===== config.mk =====
export PLATFORM = sky130hd
export DESIGN_NAME = seg_scan_ctrl
export DESIGN_NICKNAME = d
export VERILOG_FILES = /design/src/rtl/seg_pkg.sv /design/src/rtl/seg_lz_blank.sv /design/src/rtl/seg_scan_ctrl.sv
export SDC_FILE = /design/constraint.sdc
export NUM_CORES = 1
export LEC_CHECK = 0
export BUFFER_PORTS_ARGS = -buffer_cell sky130_fd_sc_hd__buf_4
export CAP_MARGIN = 5
export CORE_UTILIZATION = 35
export CTS_BUF_LIST = sky130_fd_sc_hd__clkbuf_16
export CTS_CLUSTER_DIAMETER = 100
export DETAILED_ROUTE_END_ITERATION = 8
export RECOVER_POWER = 100
export SLEW_MARGIN = 20
export SYNTH_ARGS = -nofsm -noshare
export SYNTH_HDL_FRONTEND = slang
export SYNTH_SLANG_ARGS = --single-unit

===== constraint.sdc =====
create_clock -name clk -period 9.09 [get_ports clk]
set_clock_uncertainty 0.1 [all_clocks]
set_input_delay 0.909 -clock clk [delete_from_list [all_inputs] [get_ports clk]]
set_output_delay 0.909 -clock clk [all_outputs]
set_load 0.02 [all_outputs]

===== src/rtl/seg_pkg.sv =====
// Shared constants and types for the 7-segment scan controller.
// Polarity constants describe the common-anode board wiring.
package seg_pkg;

  localparam logic [3:0] BLANK_CODE = 4'hF;
  localparam logic       ANODE_OFF  = 1'b1;
  localparam logic       SEG_OFF    = 1'b1;

  // 0.5 ms lit + 5 us guard per digit at 100 MHz
  localparam int DEF_SCAN_DIV     = 50000;
  localparam int DEF_GUARD_CYCLES = 500;

  typedef enum logic {
    GUARD = 1'b0,
    SHOW  = 1'b1
  } scan_state_e;

endpackage


===== src/rtl/seg_lz_blank.sv =====
// Leading-zero suppress mask: digit i>0 is suppressed when it and every higher digit are zero.
// Takes digits 1..NUM_DIGITS-1 only; digit 0 is never suppressed.
module seg_lz_blank #(
  parameter int NUM_DIGITS = 4,
  parameter int LZ_BLANK   = 1
) (
  input  logic [4*(NUM_DIGITS-1)-1:0] hi_bcd_i,
  output logic [NUM_DIGITS-1:0]       suppress_o
);

  logic zero_run;

  always_comb begin
    suppress_o = '0;
    zero_run   = 1'b1;
    for (int i = NUM_DIGITS - 1; i > 0; i--) begin
      zero_run      = zero_run & (hi_bcd_i[4*(i-1) +: 4] == 4'h0);
      suppress_o[i] = (LZ_BLANK != 0) & zero_run;
    end
  end

endmodule


===== src/rtl/seg_scan_ctrl.sv =====
// Time-multiplexed common-anode display scanner with guard gaps and frame-aligned word updates.
// All outputs are registered from next-state so anodes and codes switch on the same edge.
module seg_scan_ctrl
  import seg_pkg::*;
#(
  parameter int NUM_DIGITS   = 4,
  parameter int SCAN_DIV     = DEF_SCAN_DIV,
  parameter int GUARD_CYCLES = DEF_GUARD_CYCLES,
  parameter int LZ_BLANK     = 1
) (
  input  logic                    clk,
  input  logic                    rst,
  input  logic                    en,
  input  logic                    upd_valid,
  output logic                    upd_ready,
  input  logic [4*NUM_DIGITS-1:0] upd_bcd,
  input  logic [NUM_DIGITS-1:0]   upd_dp,
  output logic [3:0]              digit_bcd,
  output logic [NUM_DIGITS-1:0]   an_n,
  output logic                    dp_n,
  output logic                    frame_start
);

  localparam int CNT_MAX = (SCAN_DIV > GUARD_CYCLES) ? SCAN_DIV : GUARD_CYCLES;
  localparam int CNT_W   = (CNT_MAX > 1) ? $clog2(CNT_MAX) : 1;
  localparam int IDX_W   = $clog2(NUM_DIGITS);
  localparam logic [IDX_W-1:0] LAST_IDX = IDX_W'(NUM_DIGITS - 1);

  scan_state_e             state_q, state_d;
  logic [CNT_W-1:0]        cnt_q, cnt_d;
  logic [IDX_W-1:0]        idx_q, idx_d;
  logic [4*NUM_DIGITS-1:0] shadow_bcd_q, shadow_bcd_d;
  logic [NUM_DIGITS-1:0]   shadow_dp_q, shadow_dp_d;
  logic [4*NUM_DIGITS-1:0] pend_bcd_q, pend_bcd_d;
  logic [NUM_DIGITS-1:0]   pend_dp_q, pend_dp_d;
  logic                    pend_full_q, pend_full_d;
  logic [NUM_DIGITS-1:0]   an_n_q, an_n_d;
  logic [3:0]              digit_bcd_q, digit_bcd_d;
  logic                    dp_n_q, dp_n_d;
  logic                    frame_start_q, frame_start_d;
  logic                    upd_ready_q;
  logic                    accept;
  logic                    boundary;
  logic [NUM_DIGITS-1:0]   suppress;

  assign accept = upd_valid && upd_ready_q;

  always_comb begin
    state_d      = state_q;
    cnt_d        = cnt_q + 1'b1;
    idx_d        = idx_q;
    shadow_bcd_d = shadow_bcd_q;
    shadow_dp_d  = shadow_dp_q;
    pend_bcd_d   = pend_bcd_q;
    pend_dp_d    = pend_dp_q;
    pend_full_d  = pend_full_q;
    boundary     = 1'b0;

    if (!en) begin
      // Parked so that re-enable starts a fresh frame at digit 0
      state_d = GUARD;
      cnt_d   = '0;
      idx_d   = LAST_IDX;
    end else begin
      case (state_q)
        GUARD: begin
          if (cnt_q == CNT_W'(GUARD_CYCLES - 1)) begin
            state_d  = SHOW;
            cnt_d    = '0;
            idx_d    = (idx_q == LAST_IDX) ? '0 : idx_q + 1'b1;
            boundary = (idx_q == LAST_IDX);
          end
        end
        SHOW: begin
          if (cnt_q == CNT_W'(SCAN_DIV - 1)) begin
            state_d = GUARD;
            cnt_d   = '0;
          end
        end
        default: begin
          state_d = GUARD;
          cnt_d   = '0;
        end
      endcase
    end

    // Consume needs pend_full, which holds ready low, so it never coincides with accept
    if (boundary && pend_full_q) begin
      shadow_bcd_d = pend_bcd_q;
      shadow_dp_d  = pend_dp_q;
      pend_full_d  = 1'b0;
    end
    if (accept) begin
      pend_bcd_d  = upd_bcd;
      pend_dp_d   = upd_dp;
      pend_full_d = 1'b1;
    end
  end

  seg_lz_blank #(
    .NUM_DIGITS (NUM_DIGITS),
    .LZ_BLANK   (LZ_BLANK)
  ) u_lz (
    .hi_bcd_i   (shadow_bcd_d[4*NUM_DIGITS-1:4]),
    .suppress_o (suppress)
  );

  always_comb begin
    an_n_d        = {NUM_DIGITS{ANODE_OFF}};
    digit_bcd_d   = BLANK_CODE;
    dp_n_d        = SEG_OFF;
    frame_start_d = boundary;
    if (state_d == SHOW) begin
      an_n_d[idx_d] = ~ANODE_OFF;
      digit_bcd_d   = suppress[idx_d] ? BLANK_CODE : shadow_bcd_d[4*idx_d +: 4];
      dp_n_d        = ~shadow_dp_d[idx_d];
    end
  end

  always_ff @(posedge clk) begin
    if (rst) begin
      state_q       <= GUARD;
      cnt_q         <= '0;
      idx_q         <= LAST_IDX;
      shadow_bcd_q  <= {NUM_DIGITS{BLANK_CODE}};
      shadow_dp_q   <= '0;
      pend_bcd_q    <= '0;
      pend_dp_q     <= '0;
      pend_full_q   <= 1'b0;
      an_n_q        <= {NUM_DIGITS{ANODE_OFF}};
      digit_bcd_q   <= BLANK_CODE;
      dp_n_q        <= SEG_OFF;
      frame_start_q <= 1'b0;
      upd_ready_q   <= 1'b1;
    end else begin
      state_q       <= state_d;
      cnt_q         <= cnt_d;
      idx_q         <= idx_d;
      shadow_bcd_q  <= shadow_bcd_d;
      shadow_dp_q   <= shadow_dp_d;
      pend_bcd_q    <= pend_bcd_d;
      pend_dp_q     <= pend_dp_d;
      pend_full_q   <= pend_full_d;
      an_n_q        <= an_n_d;
      digit_bcd_q   <= digit_bcd_d;
      dp_n_q        <= dp_n_d;
      frame_start_q <= frame_start_d;
      upd_ready_q   <= ~pend_full_d;
    end
  end

  assign upd_ready   = upd_ready_q;
  assign an_n        = an_n_q;
  assign digit_bcd   = digit_bcd_q;
  assign dp_n        = dp_n_q;
  assign frame_start = frame_start_q;

endmodule


# [Yosys cells after proc, flatten, opt, wreduce, memory -nomap -nowiden]
# Cells that the tools add are included.
[totals] register_bits=71 output_inout_bits=11
[classes] add_sub_neg=2 n_lt_le_gt_ge=2 n_eq_ne=3 n_shift=1 n_mux=24 n_bitwise=8 reduce_logical=9
[op_table] op="16-bit 2-to-1 mux" n=3
[op_table] op="16-bit case mux with 2 select lines" n=1
[op_table] op="16-bit by 1-bit adder with 16-bit output, second input constant" n=1
[op_table] op="16-bit == test, second input constant" n=1
[op_table] op="16-bit by 9-bit == test with 1-bit output, second input constant" n=1
[op_table] op="16-bit by 5-bit indexed part select with 4-bit output" n=1
[op_table] op="4-bit zero test" n=3
[op_table] op="1-bit 2-to-1 mux" n=11
[op_table] op="2-bit 2-to-1 mux" n=4
[op_table] op="1-bit NOT" n=5
[op_table] op="1-bit binary-select mux with 2-bit select" n=2
[op_table] op="4-bit 2-to-1 mux" n=1
[op_table] op="4-bit NOT" n=1
[op_table] op="2-bit OR reduction" n=2
[op_table] op="1-bit logical AND" n=3
[op_table] op="2-bit by 3-bit less-than comparator with 1-bit output, second input constant" n=1
[op_table] op="3-bit OR reduction" n=1
[op_table] op="2-bit by 1-bit adder with 2-bit output, second input constant" n=1
[op_table] op="1-bit AND" n=2
[op_table] op="1-bit demux with 2-bit select" n=1
[op_table] op="2-bit == test, second input constant" n=1
[op_table] op="2-bit by 1-bit greater-or-equal comparator with 1-bit output, second input constant" n=1
[op_table] op="1-bit case mux with 2 select lines" n=1

# [Logic depth before layout (Yosys ltp)]
# Gate-level depths: netlist of run 1.
[logic_depth] depth_word=12 mapped_depth=9 depth_no_buf=7

# [Hierarchy]
# From an unflattened synthesis of run 1, not the netlist that was laid out.
[unflattened] cells_unflattened=372 hier_area_um2=3204.3
[by_module_without_submodules] mod="seg_scan_ctrl" instances=1 cells_each=363 area_per_inst_um2=3141.8 seq_area_each_um2=1421.4
[by_module_without_submodules] mod="seg_lz_blank" instances=1 cells_each=9 area_per_inst_um2=62.6 seq_area_each_um2=0.0

# [Worst setup path after synthesis of run 1]
# No wires, ideal clock.
[synth_path] kind="reg2reg" from="register cnt_q[0]" to="register digit_bcd_q[1], in the netlist digit_bcd[1]" setup_ns=0.142 t_arrival_ns=2.616 t_required_ns=8.848 path_slack_ns=6.232 path_stages_with_launch=9 period_less_slack_ns=2.858 path_cell_list="dfxtp_1 -> ha_1 -> or4b_1 -> or4_4 -> nor2_2 -> buf_6 -> mux2_2 -> a2111oi_2 -> o211ai_1"
[synth_via] elab_chain_cells=12
[synth_lines] element="start, declared" line_no="seg_scan_ctrl.sv:30" rtl="logic [CNT_W-1:0] cnt_q, cnt_d;"
[synth_lines] element="start signal, assigned" line_no="seg_scan_ctrl.sv:137" rtl="cnt_q <= cnt_d;"
[synth_lines] element="16-bit by 9-bit == test with 1-bit output" line_no="seg_scan_ctrl.sv:67" rtl="if (cnt_q == CNT_W'(GUARD_CYCLES - 1)) begin"
[synth_lines] element="1-bit 2-to-1 mux" line_no="seg_scan_ctrl.sv:67"
[synth_lines] element="1-bit 2-to-1 mux" line_no="seg_scan_ctrl.sv:65" rtl="case (state_q)"
[synth_lines] element="1-bit 2-to-1 mux" line_no="seg_scan_ctrl.sv:59" rtl="if (!en) begin"
[synth_lines] element="1-bit logical AND" line_no="seg_scan_ctrl.sv:88" rtl="if (boundary && pend_full_q) begin"
[synth_lines] element="16-bit 2-to-1 mux" line_no="seg_scan_ctrl.sv:88"
[synth_lines] element="4-bit zero test" line_no="seg_lz_blank.sv:17" rtl="zero_run = zero_run & (hi_bcd_i[4*(i-1) +: 4] == 4'h0);"
[synth_lines] element="1-bit AND (2 in a row)" line_no="seg_lz_blank.sv:17"
[synth_lines] element="1-bit binary-select mux with 2-bit select" line_no="seg_scan_ctrl.sv:115" rtl="digit_bcd_d = suppress[idx_d] ? BLANK_CODE : shadow_bcd_d[4*idx_d +: 4];"
[synth_lines] element="1-bit 2-to-1 mux (not written as such)" line_no="seg_scan_ctrl.sv:115"
[synth_lines] element="3-bit OR reduction (no source line)"
[synth_lines] element="end signal, assigned" line_no="seg_scan_ctrl.sv:145" rtl="digit_bcd_q <= digit_bcd_d;"
[synth_lines] element="end, declared" line_no="seg_scan_ctrl.sv:38" rtl="logic [3:0] digit_bcd_q, digit_bcd_d;"
# Several ways; a longest one is shown, not always the timed one. The select of a mux whose other input is x is not followed.
# A chain may end at the register's enable or synchronous reset.

# [Worst setup path after layout of run 1]
# Ends and elaborated chain as after synthesis.

==> metrics.csv, run 1 <==
stage,metric,value,unit
status,status,finished clean,
clock_network,setup bufs post-CTS,0,
synthesis,number of synthesized flops with an enable pin,0,
synthesis,"Seq/Total Area, Yosys",0.469,
synthesis,"Warnings, synthesis",0,
placed_design,count of input and output buffers,34,
timing,worst hold slack,0.349,ns
synthesis,cell accounting for the most synthesized area,dfxtp_1,
synthesis,Netlist Area Pre-Place,0.00303,sq mm
final_layout,Layout Utilization,0.430,
synthesis,"flops & latches, synth",71,
worst_setup_path,cell family with the largest share of critical-path delay,simple AND/OR/NAND/NOR gates,
route,# DRC,0,
power_and_ir_drop,power density cells,204,mW/mm^2
grt,first-pass GRT wire length,10800,um
power_and_ir_drop,Leak,1.21,nW
timing,# setup viols final,0,
final_layout,ant diodes,0,
grt,largest net degree at the start of global routing,44,
route,Pre-antenna DRT Iters,4,
placed_design,placed cells,466,
grt,initial antenna violation count,0,
die,row count,33,
clock_network,total CTS buffers,9,
placed_design,Post-DP HPWL,4520,um
clock_network,CTS Hold Buffers Added,0,
timing,Worst slew margin,0.154,
clock_network,root buffer cell,clkbuf_16,
worst_setup_path,nature of the critical path startpoint,flip-flop,
worst_setup_path,CP Class,reg2reg,
die,Ports,35,
synthesis,Synth area leaders,"dfxtp_1, nand2_1, nor2_1",
worst_setup_path,Crit. Startpoint,cnt_q[0]$_SDFF_PP0_,
die,core area,0.00830,sq mm
synthesis,post-synthesis async set-or-reset flop share,0,
timing,final hold viol count,0,
clock_network,CTS max path bufs,2,
worst_setup_path,"slowest stage cell, crit path",nor2_1,
synthesis,Avg Inst Size Synth,8.78,sq um
die,initial core utilization,0.365,
synthesis,Netlist cell types,43,
route,drt wl/cell,13.4,um
worst_setup_path,Worst R2R Setup Slack,4.96,ns
grt,grt ovf,0,
power_and_ir_drop,IR Drop Worst-Case VDD,0.149,mV
synthesis,Commonest cells post-synth,"dfxtp_1, nand2_1, nor2_1, a21oi_1, nand3_1",
timing,PnR worst setup slack,4.96,ns
final_layout,Final Non-Filler Cells,482,
clock_network,H-tree levels,3,
worst_setup_path,"Cell Chain, Critical Path",ha_1 > or4b_1 > or4_1 > nor2_1 > mux2_1 > a2111oi_0 > o211ai_1,
clock_network,Worst-path clk slew,0.06,ns
route,drt first-iter violations,85,
route,vias,2422,
clock_network,CTS tree,yes,
route,Post-Route WL,6450,um
final_layout,share of cells above drive strength 1,0.117,
timing,Fmax,242,MHz
clock_network,clk sink count,71,
worst_setup_path,R2R Path End,digit_bcd[1]$_SDFF_PP1_,
die,die area,0.00903,sq mm
route,Vias per Instance,5.02,
worst_setup_path,Worst R2R Path Depth,7,
worst_setup_path,CP max FO,20,
die,die height,95.1,um
hold_path,WHS Path Cells,1,
timing,crit path time final,4.13,ns
worst_setup_path,worst r2r src,cnt_q[0]$_SDFF_PP0_,
grt,gr usage total,0.158,
synthesis,most common cell in the netlist,dfxtp_1,
timing,Worst Tran Pin Value,1.26,ns
synthesis,Synth Net Count,371,
placed_design,dpl ws,5.61,ns
die,Die X-Extent,95.1,um
hold_path,Hold WC Path Type,reg2reg,
final_layout,Final nets,398,
synthesis,top-area cell type share of the netlist area,0.469,
clock_network,Skew-Pair Late Insertion Delay,0.33,ns
worst_setup_path,Worst Path Buf+Inv,0,
worst_setup_path,CP peak stage delay,0.90,ns
final_layout,Area Growth Syn to Fin,17.8,%
synthesis,Synth Instances,345,
flow_run,max-cap violations,0,
synthesis,main flop type after synthesis,dfxtp_1,
worst_setup_path,Worst Path Arrival,4.18,ns
worst_setup_path,Setup crit end kind,flip-flop,
route,antenna-violating nets left,0,
grt,via count of the first global-routing pass,2276,
worst_setup_path,CP Data Required Time,9.13,ns
clock_network,post-CTS resize count,0,
timing,RSZ-0062 raised after global routing,no,
placed_design,RePlAce Congestion,0.836,
timing,max-slew violations,0,
hold_path,WHS Endpoint,cnt_q[0]$_SDFF_PP0_,
hold_path,Worst Hold Launch,cnt_q[0]$_SDFF_PP0_,
timing,total negative slack,0,ns
timing,Final Cycle Share,0.455,
==> through the flow <==
stage               total power [mW]  cell area (sq um)
detailed placement             0.361               3320
floorplan                      0.348               3030
CTS                            0.735               3650
global route                   0.754               3570
global placement               0.360               3320
finish                         0.727               3570
==> worst max path at each step <==
stage	endpoint	slack [ns]	cells past startpoint
2_1_floorplan	digit_bcd[1]$_SDFF_PP1_	6.23	8
3_3_place_gp	digit_bcd[3]$_SDFF_PP1_	5.70	7
3_5_place_dp	digit_bcd[0]$_SDFF_PP1_	5.61	7
4_1_cts	digit_bcd[0]$_SDFF_PP1_	5.60	7
5_1_grt	digit_bcd[1]$_SDFF_PP1_	4.69	7
6_report	digit_bcd[1]$_SDFF_PP1_	4.96	7
==> registers in the layout, summed over array words and instances, names as in the netlist <==
name and count:
an_n 4, idx_q 2, state_q 1, shadow_dp_q 4
dp_n 1, upd_ready 1, pend_full_q 1, pend_bcd_q 16
digit_bcd 4, shadow_bcd_q 16, pend_dp_q 4, cnt_q 16
frame_start 1
==> final cells by class <==
type / instances / area (sq um)
clock buffers: 9 / 225
clock inverters: 7 / 96.3
repair buffers: 34 / 214
inverters: 5 / 18.8
flip-flops and latches: 71 / 1420
multi-input cells: 251 / 1460
well taps: 105 / 131
fillers: 830 / 4730
==> layout by cell type (no fill, tap or decap), drive strengths merged, types with 6 or more instances in the layout <==
master  synthesis  final
a211oi          8      8
a21oi          22     22
buf             6     22
clkbuf         12     21
dfxtp          71     71
inv             5      6
mux2i           8      8
nand2          59     59
nand3          21     21
nand3b         14     14
nor2           35     35
nor4            6      6
o21ai          13     13
xnor2           6      6
xor2            8      8
==> per-layer routing <==
| layer | track usage | share of wire | up-vias |
|---|---|---|---|
| li1 | - | - | 1269 |
| met1 | 0.211 | 0.50 | 1093 |
| met3 | 0.0367 | 0.047 | 9 |
| met5 | 0 | 0 | - |
| met4 | 0.0707 | 0.016 | 0 |
| met2 | 0.240 | 0.44 | 51 |
==> power by group <==
part | switching (mW) | total (mW) | internal (mW)
logic | 0.0179 | 0.0307 | 0.0128
clock network | 0.133 | 0.374 | 0.240
registers | 0.00458 | 0.322 | 0.318
==> worst reg2reg max path, delay by kind of cell, from the launching register on <==
kind	cells	cell delay, ns
AO/OA/AOI/OAI	2	0.62
adder cells (fa/ha/maj)	1	0.22
flip-flops	1	0.35
multiplexers	1	0.42
AND/OR/NAND/NOR	3	2.24
==> kinds of logic (layout without fill, tap and decap cells) <==
group | after synthesis | after routing | synth area share
buffers and inverters | 23 | 55 | 0.0367
AND/OR/NAND/NOR | 162 | 162 | 0.268
flip-flops | 71 | 71 | 0.469
AO/OA/AOI/OAI | 60 | 60 | 0.133
adder cells (fa/ha/maj) | 2 | 2 | 0.00826
multiplexers | 13 | 13 | 0.0450
XOR/XNOR | 14 | 14 | 0.0405
No activity file was read; power rests on OpenSTA's default activity.
==> inputs of run 2 (changes only) <==
==> constraint.sdc (replaced) <==
create_clock -name clk -period 4 [get_ports clk]
set_clock_uncertainty 0.1 [all_clocks]
set_input_delay 0.4 -clock clk [delete_from_list [all_inputs] [get_ports clk]]
set_output_delay 0.4 -clock clk [all_outputs]
set_load 0.02 [all_outputs]
==> metrics.csv, run 2 (synthesized netlist as in run 1, its figures left out) <==
stage,metric,value,unit,change
final_layout,ant diodes,0,,unchanged
grt,first-pass GRT wire length,11000,um,"was 10,800 um"
status,status,finished clean,,unchanged
grt,via count of the first global-routing pass,2294,,"was 2,276"
placed_design,Post-DP HPWL,4670,um,was 4520 um
worst_setup_path,CP max FO,20,,unchanged
timing,worst hold slack,0.220,ns,was 0.349 ns
route,drt first-iter violations,120,,was 85
clock_network,CTS Hold Buffers Added,0,,unchanged
final_layout,post-route cell area,0.00363,sq mm,was 0.00357 sq mm
grt,largest net degree at the start of global routing,44,,unchanged
die,die height,95.1,um,unchanged
route,drt wl/cell,13.7,um,was 13.4 um
final_layout,share of cells above drive strength 1,0.132,,was 0.117
placed_design,dpl cell area,0.00334,sq mm,was 0.00332 sq mm
power_and_ir_drop,Leak,1.23,nW,was 1.21 nW
placed_design,RePlAce Congestion,0.854,,was 0.836
clock_network,setup bufs post-CTS,0,,unchanged
worst_setup_path,critical path endpoint,digit_bcd[2]$_SDFF_PP1_,,was digit_bcd[1]$_SDFF_PP1_
worst_setup_path,CP Class,reg2reg,,unchanged
grt,grt ovf,0,,unchanged
route,Vias per Instance,5.14,,was 5.02
worst_setup_path,"slowest stage cell, crit path",or4_1,,was nor2_1
worst_setup_path,WP depth,7,,unchanged
worst_setup_path,CP peak stage delay,0.84,ns,was 0.90 ns
timing,total negative slack,0,ns,unchanged
timing,RSZ-0062 raised after global routing,no,,unchanged
worst_setup_path,"Cell Chain, Critical Path",ha_1 > or4b_1 > or4_1 > nor2_1 > mux2_1 > a2111oi_2 > o211ai_1,,was ha_1 > or4b_1 > or4_1 > nor2_1 > mux2_1 > a2111oi_0 > o211ai_1
worst_setup_path,cell family with the largest share of critical-path delay,simple AND/OR/NAND/NOR gates,,unchanged
worst_setup_path,Worst Path Buf+Inv,0,,unchanged
clock_network,clk sink count,71,,unchanged
die,row count,33,,unchanged
worst_setup_path,Worst R2R Path Depth,7,,unchanged
power_and_ir_drop,Clock Power Share,0.525,,was 0.514
final_layout,"commonest non-fill, non-tap cells in the layout","dfxtp_1, nand2_1, nor2_1",,unchanged
final_layout,biggest regs,"cnt_q (16), pend_bcd_q (16), shadow_bcd_q (16)",,unchanged
timing,Final Cycle Share,0.883,,was 0.455
route,Pre-antenna DRT Iters,5,,was 4
grt,gr usage total,0.159,,was 0.158
clock_network,CTS tree,yes,,unchanged
worst_setup_path,nature of the critical path startpoint,flip-flop,,unchanged
die,core area,0.00830,sq mm,unchanged
timing,crit path time final,3.53,ns,was 4.13 ns
clock_network,post-CTS resize count,0,,unchanged
worst_setup_path,Setup crit end kind,flip-flop,,unchanged
clock_network,Worst-path clk slew,0.06,ns,about the same
placed_design,placed cells,468,,was 466
final_layout,Area Growth Syn to Fin,19.7,%,was 17.8%
power_and_ir_drop,power density cells,466,mW/mm^2,was 204 mW/mm^2
power_and_ir_drop,sequential share of power,0.433,,was 0.444
worst_setup_path,CP Data Required Time,4.07,ns,was 9.13 ns
die,initial core utilization,0.365,,unchanged
flow_run,max-cap violations,0,,unchanged
die,Die X-Extent,95.1,um,unchanged
clock_network,total CTS buffers,9,,unchanged
timing,Worst slew margin,0.306,,was 0.154
timing,Fmax,283,MHz,was 242 MHz
worst_setup_path,Worst R2R Setup Slack,0.47,ns,was 4.96 ns
power_and_ir_drop,P_sw,0.336,mW,was 0.156 mW
die,die area,0.00903,sq mm,unchanged
worst_setup_path,Crit. Startpoint,cnt_q[0]$_SDFF_PP0_,,unchanged
route,antenna-violating nets left,0,,unchanged
clock_network,H-tree levels,3,,unchanged
timing,Worst Tran Pin Value,1.04,ns,was 1.26 ns
final_layout,Final nets,400,,was 398
power_and_ir_drop,Sw Share,0.199,,was 0.214
clock_network,root buffer cell,clkbuf_16,,unchanged
route,# DRC,0,,unchanged
power_and_ir_drop,IR Drop Worst-Case VDD,0.313,mV,was 0.149 mV
final_layout,Final Non-Filler Cells,483,,was 482
route,vias,2482,,"was 2,422"
die,Ports,35,,unchanged
worst_setup_path,worst r2r src,cnt_q[0]$_SDFF_PP0_,,unchanged
timing,final hold viol count,0,,unchanged
power_and_ir_drop,Int Pwr,1.36,mW,was 0.571 mW
power_and_ir_drop,Comb pwr share,0.042,,about the same
route,Post-Route WL,6620,um,was 6450 um
clock_network,Skew-Pair Late Insertion Delay,0.33,ns,about the same
final_layout,"commonest non-fill, non-tap cell in the layout",dfxtp_1,,unchanged
worst_setup_path,Worst Path Arrival,3.60,ns,was 4.18 ns
worst_setup_path,R2R Path End,digit_bcd[2]$_SDFF_PP1_,,was digit_bcd[1]$_SDFF_PP1_
grt,initial antenna violation count,0,,unchanged
timing,# setup viols final,0,,unchanged
clock_network,CTS max path bufs,2,,unchanged
placed_design,count of input and output buffers,34,,unchanged
hold_path,Hold WC Path Type,in2reg,,was reg2reg
final_layout,Fill cells,832,,was 830
timing,max-slew violations,0,,unchanged
power_and_ir_drop,Design Power,1.69,mW,was 0.727 mW
## run 2: worst register-to-register path, stage by stage (launching register included)
cell and delay, ns:
dfxtp_1 0.35, ha_1 0.22, or4b_1 0.53, or4_1 0.84, nor2_1 0.47, mux2_1 0.41
a2111oi_2 0.32, o211ai_1 0.15
## run 2: final cells by class
class	count	area (sq um)	share of cell area
Clock buffer	9	225	0.0621
Inverter	5	18.8	0.00517
Timing Repair Buffer	36	229	0.0631
Multi-Input combinational cell	251	1490	0.411
Clock inverter	6	110	0.0304
Tap cell	105	131	0.0362
Sequential cell	71	1420	0.392
## run 2: routing by layer
layer	track usage	part of all wire	wire length, um	up-vias
met2	0.236	0.43	2830	69
met4	0.0505	0.011	70	0
met3	0.0510	0.056	368	8
li1	-	-	-	1262
met1	0.217	0.51	3350	1143
met5	0	0	0	-
## run 2: power groups by stage
stage	combinational, mW	clock (mW)	sequential (mW)
after floorplan	0.0441	0	0.746
after global placement	0.0717	0	0.748
after detailed placement	0.0726	0	0.748
after CTS	0.0730	0.906	0.733
after global routing	0.0808	0.933	0.735
final	0.0710	0.887	0.733
## run 2: how the worst min path moves through the flow
stage	from	to	slack (ns)	cells past startpoint
4_1_cts	upd_bcd[7]	pend_bcd_q[7]$_SDFFE_PP0P_	0.21	3
6_report	upd_dp[2]	pend_dp_q[2]$_SDFFE_PP0P_	0.22	3
3_5_place_dp	cnt_q[0]$_SDFF_PP0_	cnt_q[0]$_SDFF_PP0_	0.34	1
5_1_grt	upd_dp[3]	pend_dp_q[3]$_SDFFE_PP0P_	0.22	3
3_3_place_gp	cnt_q[0]$_SDFF_PP0_	cnt_q[0]$_SDFF_PP0_	0.33	1
2_1_floorplan	cnt_q[0]$_SDFF_PP0_	cnt_q[0]$_SDFF_PP0_	0.32	1
## run 2: metrics by stage
stage | setup WS [ns] | utilization
floorplan | 1.14 | -
global placement | 0.909 | 0.402
CTS | 0.766 | 0.443
detailed placement | 0.797 | 0.402
finish | 0.466 | 0.437
global route | 0.263 | 0.437
